[config.mk]
export PLATFORM = sky130hd
export DESIGN_NAME = sdr_wb_arbiter
export DESIGN_NICKNAME = d
export VERILOG_FILES = /design/src/rtl/sdr_wb_arbiter.sv
export SDC_FILE = /design/constraint.sdc
export NUM_CORES = 1
export LEC_CHECK = 0
export ABC_AREA = 1
export BUFFER_PORTS_ARGS = -buffer_cell sky130_fd_sc_hd__buf_2
export CAP_MARGIN = 20
export CORE_AREA = 2 2 167 169
export DETAILED_ROUTE_END_ITERATION = 7
export DIE_AREA = 0 0 169 171
export PLACE_DENSITY_LB_ADDON = 0.1
export SETUP_SLACK_MARGIN = 0.2
export SLEW_MARGIN = 20
export SYNTH_ARGS = -nofsm -noshare
export SYNTH_HDL_FRONTEND = slang
export SYNTH_SLANG_ARGS = --single-unit
[constraint.sdc]
create_clock -name sys_clk -period 1.9 [get_ports sys_clk]
set_input_delay 0.095 -clock sys_clk [delete_from_list [all_inputs] [get_ports sys_clk]]
set_output_delay 0.095 -clock sys_clk [all_outputs]
set_load 0.005 [all_outputs]
[src/rtl/sdr_wb_arbiter.sv]
// rtl/sdr_wb_arbiter.sv - round-robin Wishbone arbiter sharing the SDRAM controller slave port
// Grant is held for a master's whole cyc; a stall watchdog aborts hung cycles with an err pulse.
module sdr_wb_arbiter #(
  parameter int NUM_M   = 4,
  parameter int DW      = 32,
  parameter int AW      = 26,
  parameter int SELW    = DW / 8,
  parameter int TIMEOUT = 255
) (
  input  logic                   sys_clk,
  input  logic                   RESETN,
  input  logic [NUM_M-1:0]       m_cyc,
  input  logic [NUM_M-1:0]       m_stb,
  input  logic [NUM_M-1:0]       m_we,
  input  logic [NUM_M*AW-1:0]    m_addr,
  input  logic [NUM_M*SELW-1:0]  m_sel,
  input  logic [NUM_M*DW-1:0]    m_dat_i,
  input  logic [NUM_M*3-1:0]     m_cti,
  output logic [DW-1:0]          m_dat_o,
  output logic [NUM_M-1:0]       m_ack,
  output logic [NUM_M-1:0]       m_err,
  output logic                   s_cyc,
  output logic                   s_stb,
  output logic                   s_we,
  output logic [AW-1:0]          s_addr,
  output logic [SELW-1:0]        s_sel,
  output logic [DW-1:0]          s_dat_o,
  output logic [2:0]             s_cti,
  input  logic [DW-1:0]          s_dat_i,
  input  logic                   s_ack,
  output logic [NUM_M-1:0]       grant,
  output logic [7:0]             timeout_cnt
);
  localparam int IW = (NUM_M > 1) ? $clog2(NUM_M) : 1;

  typedef enum logic [1:0] {IDLE, OWN, ABORT} state_t;

  state_t            state;
  logic [IW-1:0]     last_owner;
  logic [15:0]       watchdog;

  logic [IW:0]       cand;
  logic [IW-1:0]     winner;
  logic [NUM_M-1:0]  winner_oh;
  logic              own;
  logic              g_cyc;
  logic              g_stb;
  logic              g_we;
  logic [AW-1:0]     g_addr;
  logic [SELW-1:0]   g_sel;
  logic [DW-1:0]     g_dat;
  logic [2:0]        g_cti;

  // Scan downward so the requester closest after last_owner is the final assignment.
  always_comb begin
    winner = last_owner;
    cand   = '0;
    for (int k = NUM_M; k >= 1; k--) begin
      cand = {1'b0, last_owner} + (IW+1)'(k);
      if (cand >= (IW+1)'(NUM_M)) begin
        cand = cand - (IW+1)'(NUM_M);
      end
      if (m_cyc[cand[IW-1:0]]) begin
        winner = cand[IW-1:0];
      end
    end
    winner_oh         = '0;
    winner_oh[winner] = 1'b1;
  end

  always_comb begin
    g_cyc  = 1'b0;
    g_stb  = 1'b0;
    g_we   = 1'b0;
    g_addr = '0;
    g_sel  = '0;
    g_dat  = '0;
    g_cti  = '0;
    for (int i = 0; i < NUM_M; i++) begin
      if (grant[i]) begin
        g_cyc  = g_cyc  | m_cyc[i];
        g_stb  = g_stb  | m_stb[i];
        g_we   = g_we   | m_we[i];
        g_addr = g_addr | m_addr[i*AW +: AW];
        g_sel  = g_sel  | m_sel[i*SELW +: SELW];
        g_dat  = g_dat  | m_dat_i[i*DW +: DW];
        g_cti  = g_cti  | m_cti[i*3 +: 3];
      end
    end
  end

  assign own     = (state == OWN);
  assign s_cyc   = own & g_cyc;
  assign s_stb   = own & g_cyc & g_stb;
  assign s_we    = g_we;
  assign s_addr  = g_addr;
  assign s_sel   = g_sel;
  assign s_dat_o = g_dat;
  assign s_cti   = g_cti;
  assign m_dat_o = s_dat_i;
  assign m_ack   = own ? (grant & {NUM_M{s_ack}}) : '0;
  assign m_err   = (state == ABORT) ? grant : '0;

  always_ff @(posedge sys_clk or negedge RESETN) begin
    if (!RESETN) begin
      state       <= IDLE;
      grant       <= '0;
      last_owner  <= IW'(NUM_M - 1);
      watchdog    <= '0;
      timeout_cnt <= '0;
    end else begin
      case (state)
        IDLE: begin
          if (|m_cyc) begin
            grant      <= winner_oh;
            last_owner <= winner;
            state      <= OWN;
          end
        end
        OWN: begin
          if (!g_cyc) begin
            grant    <= '0;
            watchdog <= '0;
            state    <= IDLE;
          end else if (s_stb && !s_ack) begin
            if (watchdog == 16'(TIMEOUT - 1)) begin
              watchdog <= '0;
              state    <= ABORT;
            end else begin
              watchdog <= watchdog + 16'd1;
            end
          end else begin
            watchdog <= '0;
          end
        end
        ABORT: begin
          if (timeout_cnt != 8'hFF) begin
            timeout_cnt <= timeout_cnt + 8'd1;
          end
          grant <= '0;
          state <= IDLE;
        end
        default: begin
          grant <= '0;
          state <= IDLE;
        end
      endcase
    end
  end

endmodule

After elaboration in Yosys (flattened, before gate mapping) --
Cells that the tools add are included.
Word-level totals: memory bits (writable) 0, flip-flop bits (word level) 32, bits in latches 0, output and inout port bits 120, memory bits (read-only) 0, bits of input ports 307, word-level logic and storage cells 125, memories 0
Operators by class: bitwise logic cells 24, muxes and demuxes 59, $mul 0, add/subtract/negate cells 10, order comparisons 10, divide/modulo/power cells 0, shifts and indexed selects 0, reduce and logical (&&, ||, !) cells 9, equal/unequal tests 8
Operator list (count):
- two-way mux 32 bit | 4
- two-way mux 26 bit | 4
- OR 32 bit | 3
- OR 26 bit | 3
- two-way mux 16 bit | 3
- two-way mux 4 bit | 8
- two-way mux 2 bit | 12
- two-way mux 1 bit | 17
- adder 16 x 1 -> 16 bit (second input constant) | 1
- == test 16 x 8 -> 1 bit (second input constant) | 1
- < comparator 2 x 3 -> 1 bit (second input constant) | 5
- >= comparator 3 bit (second input constant) | 4
- two-way mux 3 bit | 4
- OR 4 bit | 3
- OR 1 bit | 9
- OR 3 bit | 3
- adder 8 x 1 -> 8 bit (second input constant) | 1
- binary-select mux 1 bit (select 2 bit) | 4
- != test 8 bit (second input constant) | 1
- one-hot mux 4 bit (2 select lines) | 1
- subtractor 2 x 1 -> 2 bit (second input constant) | 4
- adder 2 x 2 -> 3 bit (second input constant) | 2
- != test 3 x 2 -> 1 bit (second input constant) | 2
- AND reduction 2 bit | 3
- other kinds (15) | 18

Depth between registers and ports, before layout --
depth after elaboration 15, gate-level depth with buffers 12, mapped depth without buffers 11

Worst setup path after synthesis --
OpenSTA, ideal clock, no wires.
path kind register to register, start reg timeout_cnt[0], end reg timeout_cnt[3], buffers on the path 0, clock period less this slack 1472 ps, required time 1821 ps, library setup time 79 ps, setup slack 428 ps, arrival time 1393 ps, stages on the path, launching flop included 8, path through dfrtp_1 ha_1 nand3_1 nor2_1 a21oi_2 inv_2 nor3_2 xor2_1
On the way: word-level cells in the longest chain between the ends 2, elaborated cells on any way between the ends 3, classes of those cells add/sub: 1; eq/ne: 1; reduce/logical: 1
RTL lines:
- from (decl) | line 32 | output logic [7:0] timeout_cnt
- from (signal assigned) | line 138 | timeout_cnt <= timeout_cnt + 8'd1;
- parallel branches: the longest is 2 deep, another holds adder 8 x 1 -> 8 bit
Parallel ways; which one is timed is not known. A chain may end at the register's enable or synchronous reset.

Final worst setup path --
start reg grant[0], end out s_dat_o[14]
On the way: word-level cells in the longest chain between the ends 7
RTL lines:
- from (decl) | line 31 | output logic [NUM_M-1:0] grant,
- from (signal assigned) | line 115 | grant <= winner_oh;
- two-way mux 32 bit (*) | line 80 | if (grant[i]) begin
- OR 32 bit | line 86 | g_dat = g_dat | m_dat_i[i*DW +: DW];
- two-way mux 32 bit (*) | line 80
- OR 32 bit | line 86
- two-way mux 32 bit (*) | line 80
- OR 32 bit | line 86
- two-way mux 32 bit (*) | line 80
- to (decl) | line 27 | output logic [DW-1:0] s_dat_o,
Every way passes the cells marked *; elsewhere a longest branch is shown, timed or not.

==> reports/qor.yml <==
worst-setup-path-type: "reg -> out"
critPathSlowestCell: "dfrtp_2"
worst_setup_path_end_kind: "output port"
grt_pass1_wl_um: 37500
async_flop_share_pct: 100
slew_viol_final: 0
hold_viol: 0
grt_setup_unrepaired: "yes"
die_area_um2: 28900
cts_buffers: 5
core_um2: 27300
synth.distinct_cells: 38
clk_pin_slew_ns: 0.06
first_pass_iters: 4
min_period_ns: 1.69
final_cell_mix: "buf_2, nand2_1, nand4_1"
hp-start: "s_dat_i[22]"
die_height_um: 171
crit_buf_inv: 3
dpl.hpwl_um: 23400
row_count: 61
seqCellArea_um2: 808
vias: 5654
synth_seq_cells: 32
cts_root_buffer: "clkbuf_16"
crit_path_start_kind: "flop"
grt_max_degree: 68
cap_violations: 0
critPathMaxStageDelay_ns: 0.45
worstMarginPinSlew_ns: 0.447
grt_pass1_vias: 5300
clock.fmax_ghz: 0.590
antenna_found_initial: 4
htree_levels: 2
skew_ns: 0.00975
status: "finished clean"
synthCells: 671
start_util_pct: 14.1
crit_family: "buffers and inverters"
final_common_cell: "buf_2"
die_w_um: 169
power.density_nw_per_um2: 875
yosys_most_used_dff: "dfrtp_1"
vias_per_cell: 4.16
overflow: 0
cp_max_fo: 32
synth_area_per_cell_um2: 5.74
clk_latency_ns: 0.28
total_power_uw: 5600
ios: 427
wl_um: 29900
cp.arrival_ns: 1.60
ys_seq_area_share_pct: 20.9
synth_enable_flop_cells: 0
setup_viol: 0
fill_cells: 3213
yosysWarnings: 0
post-route-drc-count: 0
final_nets: 1319
post-route-period-util_pct: 89.2
peakVddDrop_mv: 0.311
portBuffers: 362
max_slew_margin_pct: 70.2
ant_nets: 0
synthToLayoutAreaGrowth_pct: 66.2
synth_nets: 981
multiInputGateArea_um2: 2520
grtUsageTotal_pct: 18.1
reg2reg_from: "grant[2]"
drive_gt1_share_pct: 43.0
clock_path_buffers: 2
wl_per_cell_um: 22.0
leakage_uw: 0.00341
synthesis.area_um2: 3850
hp-class: "in -> out"
drt-initial-drc-count: 341
gp_congestion: 0.862
setup-tns-final_ns: 0
cts.sink_count: 32
crit_path_start: "grant[0]"
path_cells: "buf_4 > bufbuf_16 > nand2_1 > nand4_1 > buf_2"
cts_tree: "built"
required_ns: 1.80
layout make-up:
cell class,count,share of cell area [%]
inverter,41,2.40
sequential,32,12.6
antenna,2,0.0782
clock inverter,1,0.469
timing repair buffer,398,35.9
multi-input combinational,531,39.3
tap,346,6.76
clock buffer,7,2.39
state kept, by name, summed over array words and instances, names as in the netlist:
signal	flops
timeout_cnt	8
grant	4
last_owner	2
state	2
watchdog	16
final timing paths:
kind	slack, ns	end	cells past startpoint
setup / recovery	0.21	s_dat_o[14]	5
hold / removal	0.19	m_dat_o[22]	0
setup reg to reg	0.30	watchdog[13]	8
hold reg to reg	0.51	timeout_cnt[0]	1
max in group asynchronous	1.03	watchdog[12]	3
min in group asynchronous	0.28	watchdog[2]	2
cell usage after synthesis (all sizes together), types with 4 or more instances:
master	count	share of area, %
a21oi	5	0.75
buf	45	8.0
clkbuf	22	2.1
dfrtp	30	19
inv	41	4.0
nand2	347	34
nand3	21	3.2
nand4	71	12
nor2	25	3.6
nor3	12	1.8
o21ai	6	0.88
o21bai	4	0.78
o22ai	9	1.6
xor2	16	3.6
cell families (layout without fill, tap and decap cells):
group	Yosys count	after routing	share of synthesized area, %
AOI/OAI and AO/OA	25	25	4.22
xor gates and xnor gates	19	19	4.32
adders and majority gates	3	3	0.975
buffers and inverters	108	447	14.2
DFF	32	32	20.9
other	0	2	0
and+or+nand+nor	484	484	55.5
report_power, final:
part | internal (uW) | switching [uW]
combinational | 1460 | 2290
clock | 691 | 313
sequential | 763 | 92.9
per-stage QoR:
stage / instances / setup WS (ns) / area (um^2) / hold WS, ns / utilization (%)
after floorplan: 671 / 0.428 / 3850 / -0.201 / -
after global placement: 1328 / 0.299 / 5880 / 0.0791 / 21.5
after detailed placement: 1328 / 0.274 / 5880 / 0.0715 / 21.5
final: 1358 / 0.205 / 6400 / 0.190 / 23.4
after CTS: 1340 / 0.178 / 6160 / 0.190 / 22.5
after global routing: 1357 / 0.147 / 6400 / 0.190 / 23.4
layer usage:
metal  part of all wire, %  vias up  GRT usage [%]
li1                      -     2816              -
met1                    41     2558           22.4
met2                    43      255           26.1
met3                    16       23           12.7
met4                  0.95        2           2.30
met5                 0.030        -              0
timing repair:
item | 4_1_cts | 5_1_grt
buffers inserted | 1 | 11
resized for setup | 2 | 3
endpoints found under the hold margin | 15 | 0
endpoints found under the setup margin | 6 | 22
hold buffers | 1 | 0
cloned | 2 | 5
pin swaps | 2 | 4
Power figures use the tool's default switching activity.
